$ cat config.mk
export PLATFORM = sky130hd
export DESIGN_NAME = alu_serial_seq
export DESIGN_NICKNAME = d
export VERILOG_FILES = /design/src/rtl/alu_serial_seq.sv
export SDC_FILE = /design/constraint.sdc
export NUM_CORES = 1
export LEC_CHECK = 0
export CAP_MARGIN = 40
export CORE_MARGIN = 1
export CORE_UTILIZATION = 35
export CTS_BUF_LIST = sky130_fd_sc_hd__clkbuf_4
export DETAILED_ROUTE_END_ITERATION = 12
export GPL_TIMING_DRIVEN = 0
export MAX_ROUTING_LAYER = met4
export PLACE_DENSITY = 0.71
export SKIP_LAST_GASP = 1
export SLEW_MARGIN = 20
export SYNTH_ARGS = -nofsm -noshare
export SYNTH_HDL_FRONTEND = slang
export SYNTH_SLANG_ARGS = --single-unit
$ cat constraint.sdc
create_clock -name clk -period 2.1 [get_ports clk]
set_input_delay 0.42 -clock clk [delete_from_list [all_inputs] [get_ports clk]]
set_output_delay 0.42 -clock clk [all_outputs]
set_load 0.005 [all_outputs]
$ cat src/rtl/alu_serial_seq.sv
// Bit-serial ALU sequencer: feeds an external 1-bit ALU slice one operand
// bit per cycle (LSB first) and assembles the result word and flags.
//
// Ports:
//   clk, rst              clock, synchronous active-high reset
//   in_valid/in_ready     request handshake
//   in_a, in_b, in_op     operands and opcode (00 add, 01 sub, 10 cmp, 11 and)
//   out_valid/out_ready   result handshake
//   out_res               result word
//   out_c, out_z, out_n   carry, zero, negative/less-than flags
//   alu_a .. alu_m1       drive to the external slice
//   alu_f, alu_cout, alu_n  slice outputs
module alu_serial_seq #(
   parameter int WIDTH = 4
) (
   input  logic             clk,
   input  logic             rst,
   input  logic             in_valid,
   output logic             in_ready,
   input  logic [WIDTH-1:0] in_a,
   input  logic [WIDTH-1:0] in_b,
   input  logic [1:0]       in_op,
   output logic             out_valid,
   input  logic             out_ready,
   output logic [WIDTH-1:0] out_res,
   output logic             out_c,
   output logic             out_z,
   output logic             out_n,
   output logic             alu_a,
   output logic             alu_b,
   output logic             alu_cin,
   output logic             alu_m0,
   output logic             alu_m1,
   input  logic             alu_f,
   input  logic             alu_cout,
   input  logic             alu_n
);

   localparam int CW = (WIDTH > 1) ? $clog2(WIDTH) : 1;

   localparam logic [1:0] OP_ADD = 2'b00;
   localparam logic [1:0] OP_SUB = 2'b01;
   localparam logic [1:0] OP_CMP = 2'b10;

   typedef enum logic [1:0] {
      IDLE,
      RUN,
      DONE
   } state_t;

   state_t state;
   state_t state_nxt;

   logic [WIDTH-1:0] a_reg;
   logic [WIDTH-1:0] b_reg;
   logic [WIDTH-1:0] res_reg;
   logic [1:0]       op_reg;
   logic [CW-1:0]    cnt;
   logic             carry;
   logic             gt;
   logic             lt;

   logic             last;
   logic             is_cmp;
   logic             is_arith;
   logic             eq;
   logic [WIDTH-1:0] res_word;

   assign last     = (cnt == CW'(WIDTH - 1));
   assign is_cmp   = (op_reg == OP_CMP);
   assign is_arith = (op_reg == OP_ADD) || (op_reg == OP_SUB);
   assign eq       = ~gt & ~lt;

   always_ff @(posedge clk) begin
      if (rst) begin
         state <= IDLE;
      end else begin
         state <= state_nxt;
      end
   end

   always_comb begin
      state_nxt = state;
      in_ready  = 1'b0;
      out_valid = 1'b0;
      unique case (state)
         IDLE: begin
            in_ready = 1'b1;
            if (in_valid) begin
               state_nxt = RUN;
            end
         end
         RUN: begin
            if (last) begin
               state_nxt = DONE;
            end
         end
         DONE: begin
            out_valid = 1'b1;
            if (out_ready) begin
               state_nxt = IDLE;
            end
         end
         default: state_nxt = IDLE;
      endcase
   end

   always_ff @(posedge clk) begin
      if (rst) begin
         a_reg   <= '0;
         b_reg   <= '0;
         res_reg <= '0;
         op_reg  <= '0;
         cnt     <= '0;
         carry   <= 1'b0;
         gt      <= 1'b0;
         lt      <= 1'b0;
      end else if (state == IDLE) begin
         if (in_valid) begin
            a_reg   <= in_a;
            b_reg   <= in_b;
            op_reg  <= in_op;
            res_reg <= '0;
            cnt     <= '0;
            // sub starts with carry=1 so the slice sees a + ~b + 1
            carry   <= (in_op == OP_SUB);
            gt      <= 1'b0;
            lt      <= 1'b0;
         end
      end else if (state == RUN) begin
         cnt <= cnt + 1'b1;
         if (is_arith) begin
            carry <= alu_cout;
         end
         if (!is_cmp) begin
            res_reg[cnt] <= alu_f;
         end else if (!alu_f) begin
            // later (more significant) differing bits overwrite earlier ones
            gt <= alu_cout;
            lt <= alu_n;
         end
      end
   end

   always_comb begin
      alu_a   = 1'b0;
      alu_b   = 1'b0;
      alu_cin = 1'b0;
      alu_m0  = 1'b0;
      alu_m1  = 1'b0;
      if (state == RUN) begin
         alu_a  = a_reg[cnt];
         alu_b  = b_reg[cnt];
         alu_m0 = op_reg[0];
         alu_m1 = op_reg[1];
         // the slice inverts Cin in sub mode, so present ~carry there
         if (op_reg == OP_ADD) begin
            alu_cin = carry;
         end else if (op_reg == OP_SUB) begin
            alu_cin = ~carry;
         end
      end
   end

   always_comb begin
      res_word = res_reg;
      if (is_cmp) begin
         res_word    = '0;
         res_word[0] = eq;
         if (WIDTH > 1) res_word[1 % WIDTH] = gt;
         if (WIDTH > 2) res_word[2 % WIDTH] = lt;
      end
   end

   always_comb begin
      out_res = '0;
      out_c   = 1'b0;
      out_z   = 1'b0;
      out_n   = 1'b0;
      if (state == DONE) begin
         out_res = res_word;
         out_c   = is_arith & carry;
         out_z   = is_cmp ? eq : (res_reg == '0);
         out_n   = is_cmp ? lt : res_reg[WIDTH-1];
      end
   end

endmodule

=== Yosys cells after proc, flatten, opt, wreduce, memory -nomap -nowiden ===
Index checks and enable logic that the tools add are counted.

* Bits in registers: 21
* Bits of input ports: 17
* Output and inout port bits: 14
* Word-level logic and storage cells: 89

* $add $sub $neg: 1
* $lt $le $gt $ge: 2
* Eq/ne operators: 11
* Mux-type cells: 47
* Bitwise gates (word level): 5
* Reductions and logical operators: 14

{| class="wikitable"
|+ Operators by type and width
! cell !! count
|-
| 1-bit two-way mux || 30
|-
| 4-bit two-way mux || 6
|-
| 2-bit two-way mux || 6
|-
| 3-bit AND reduction || 3
|-
| 2-bit by 1-bit == test with 1-bit output, second input constant || 3
|-
| 2-bit == test, second input constant || 3
|-
| 2-bit inequality test, second input constant || 3
|-
| 2-bit one-hot mux with 3 select lines || 1
|-
| 2-bit nonzero test || 3
|-
| 1-bit binary-select mux with 2-bit select || 2
|-
| 4-bit bitwise mux || 1
|-
| 2-bit zero test || 2
|-
| 4-bit zero test || 1
|-
| 2-bit by 1-bit inequality test with 1-bit output, second input constant || 2
|-
| 2-bit AND reduction || 2
|-
| 4-bit AND reduction || 1
|-
| 2-bit by 3-bit < comparator with 1-bit output, second input constant || 1
|-
| 1-bit inverter || 3
|-
| 2-bit by 1-bit adder with 2-bit output, second input constant || 1
|-
| 1-bit bitwise AND || 2
|-
| 1-bit demux with 2-bit select || 1
|-
| 2-bit by 1-bit >= comparator with 1-bit output, second input constant || 1
|-
| 1-bit logical AND || 1
|-
| 1-bit logical OR || 1
|}

=== Depth between registers and ports, before layout ===
* Word-level depth: 8
* Gate-level depth with buffers: 5
* Mapped depth without buffers: 4

=== Worst setup path before layout ===
No wires, ideal clock.

* Kind: register to output
* From: register cnt[0]
* To: output port alu_a
* Arrival time: 1.116 ns
* Required time: 1.680 ns
* Path slack: 0.564 ns
* Stages on the path, launching flop included: 3
* Path buffers: 0
* Cells stage by stage: dfxtp_1 mux4_2 and2_1

* Longest elaborated chain between the ends: 3

{| class="wikitable"
|+ RTL lines
! item !! RTL line !! text
|-
| start: declaration || 58 || <nowiki>logic [CW-1:0] cnt;</nowiki>
|-
| start signal: assignment || 131 || <nowiki>cnt <= cnt + 1'b1;</nowiki>
|-
| 1-bit binary-select mux with 2-bit select || 152 || <nowiki>alu_a = a_reg[cnt];</nowiki>
|-
| 1-bit two-way mux (implied by the code) || 152 ||
|-
| 1-bit two-way mux || 151 || <nowiki>if (state == RUN) begin</nowiki>
|-
| end: declaration || 29 || <nowiki>output logic alu_a,</nowiki>
|}

Every way passes these cells. The select of a mux whose other input is x is not followed.

=== Final worst setup path ===
Same ends and word-level chain as after synthesis.

==> impl_metrics.yaml <==
synth:
  async_flop_share: 0
  synth-seq-cells: 21
  synth_area_um2: 1130
  synth_nets: 160
  yosysMostFrequentCell: "nand2_1"
  ys_warn_count: 0
  synthTopCellsByCount: "26 x nand2_1, 21 x dfxtp_1, 19 x a21oi_1, 7 x nor2_1"
  yosysSeqAreaShare: 0.373
  synth.largest_area_cell: "dfxtp_1"
  yosys-top-cells-area: "dfxtp_1 37%, nand2_1 8.7%, a21oi_1 8.4%, ha_1 4.4%, mux4_2 4.0%"
  synth_edf_count: 0
  synth_top_cell_area_share: 0.373
  synth_ff_type: "dfxtp_1"
  syn_area_per_cell_um2: 8.10
  yosysUniqueCellTypes: 37
  synth_cells: 139
power:
  p_leak_nw: 0.761
  powerDensity_nw_per_um2: 479
  vdd_ir_drop_max_uv: 321
clock_network:
  clk_latency_ns: 0.31
  h-tree-depth: 1
  cts_max_path_buffers: 2
  cts_sinks: 21
  cts_tree: "done"
  cts_made_buffers: 3
  cts-root-buf: "clkbuf_4"
  clkSlewWorstSetupHoldPaths_ns: 0.12
  hold_buffers: 0
sta:
  setup_ws_ns: -0.00844
  rsz0062_at_grt: "true"
  tightest_slew_ns: 0.513
  timing.fmax_ghz: 0.474
  relSlewSlack: 0.658
  setup_viol_count_final: 1
  clock_skew_ns: 0.0137
  finalCritPeriodShare: 1.00
  layout_min_cycle_time_ns: 2.11
  report.final.slew_viol_count: 0
  hold_viol: 0
final_layout:
  nets: 211
  fin_util: 0.572
  syn2layout_area_growth_pct: 55.1
  n_antenna_cell: 0
  fin_area_um2: 1750
  n_fill_cell: 287
  drive_gt1_frac: 0.259
setup_path:
  worstPathMaxFanout: 3
  critical_path_buf_inv_count: 2
  path_class: "reg2out"
  critPathCaptureType: "output pin"
  path_cells: "buf_4 -> mux4_2 -> and2_1 -> dlygate4sd2_1"
  critPathArrivalTime_ns: 1.69
  cp_data_required_time_ns: 1.68
  slowest_delay_ns: 0.47
  crit_path_start_kind: "flop"
  slowest_stage: "mux4_2"
  crit_family: "multiplexers"
global_route:
  grt_max_degree: 12
  grt_pass1_vias: 1104
  grt_antenna_before_repair: 0
  grt_pass1_wl_um: 4860
  grtUsageTotal: 0.191
  gr-total-overflow: 0
drt:
  postRouteAntennaNets: 0
  drc: 0
  viasPerCell: 5.07
  wirelength_um: 3150
  drt_iter0_drc: 58
  first_pass_iters: 4
  wl_per_cell_um: 13.5
  vias: 1182
place:
  place_congestion: 0.820
  port_buffers: 30
  place_hpwl_um: 2080
  dpl_cell_area_um2: 1480
floorplan:
  core_um2: 3050
  dieArea_um2: 3450
  die_h_um: 58.7
  boundaryPins: 31
  initial_core_util: 0.369
  fp.dieW_um: 58.7
  rows: 20
status:
  failed_checks: "negative setup slack"
  status: "complete, but fails checks"
run:
  max_cap_viol_count: 0
worst_hold_path:
  min_path_type: "reg2reg"
cell usage in the layout, fill, tap and decap left out, types with 4 or more instances in the layout:
master / instances
clkbuf_4: 4
nand3b_1: 4
nor2_1: 7
buf_4: 18
dfxtp_4: 7
clkdlybuf4s50_1: 20
o21ai_0: 5
ha_1: 4
nand2_1: 26
dlymetal6s2s_1: 5
dfxtp_1: 11
dlygate4sd2_1: 5
inv_1: 5
nand4_1: 4
a31oi_1: 4
a21oi_1: 18
per-stage QoR:
stage	instances	hold WS (ns)	power [mW]	TNS, ns	setup slack [ns]
floorplan	139	0.433	0.531	0	0.564
global placement	213	0.441	0.596	0	0.0605
detailed placement	213	0.447	0.601	0	0.0243
CTS	220	0.462	0.811	-0.0195	-0.0195
global route	233	0.492	0.883	-0.205	-0.0913
finish	233	0.461	0.837	-0.00844	-0.00844
final cells by class:
| type | count | area (um^2) | share of cell area |
|---|---|---|---|
| buffer | 7 | 51.3 | 0.0294 |
| multi-input combinational | 104 | 699 | 0.400 |
| tap | 44 | 55.1 | 0.0315 |
| clock buffer | 4 | 30.0 | 0.0172 |
| sequential | 21 | 450 | 0.258 |
| timing repair buffer | 48 | 442 | 0.253 |
| inverter | 5 | 18.8 | 0.0107 |
per-layer routing:
| metal | part of all wire | GRT usage | up-vias |
|---|---|---|---|
| met5 | 0 | - | - |
| met4 | 0.012 | 0.0510 | 0 |
| met3 | 0.045 | 0.0549 | 6 |
| met2 | 0.52 | 0.313 | 30 |
| met1 | 0.43 | 0.230 | 554 |
| li1 | - | - | 592 |
final timing paths:
| check | startpoint | endpoint | slack (ns) | cells past startpoint |
|---|---|---|---|---|
| setup / recovery | cnt[0] | alu_a | -0.008 | 4 |
| hold / removal | a_reg[0] | a_reg[0] | 0.46 | 2 |
| setup reg to reg | state[1] | a_reg[2] | 0.66 | 6 |
| hold reg to reg | a_reg[0] | a_reg[0] | 0.46 | 2 |
logic make-up after synthesis:
kind of cell	after synthesis	synth area share
XOR/XNOR	1	0.00778
AO/OA/AOI/OAI	35	0.179
flip-flops	21	0.373
AND/OR/NAND/NOR	61	0.284
adder cells (fa/ha/maj)	4	0.0444
buffers and inverters	14	0.0622
multiplexers	3	0.0489
tightest hold or removal path: stages (launching register included):
cell and delay (ns):
dfxtp_1 0.32, nand2_1 0.05, a21oi_1 0.05
where the power goes:
| part | total, mW | internal, mW | leakage (nW) | switching (mW) |
|---|---|---|---|---|
| clock network | 0.207 | 0.0869 | 0.0184 | 0.120 |
| registers | 0.433 | 0.414 | 0.178 | 0.0191 |
| logic | 0.197 | 0.111 | 0.565 | 0.0864 |
timing repair:
action	4_1_cts	5_1_grt
pin swaps	0	3
buffers inserted	4	14
resized for setup	21	22
endpoints found under the setup margin	13	8
(Power assumes the default switching activity.)
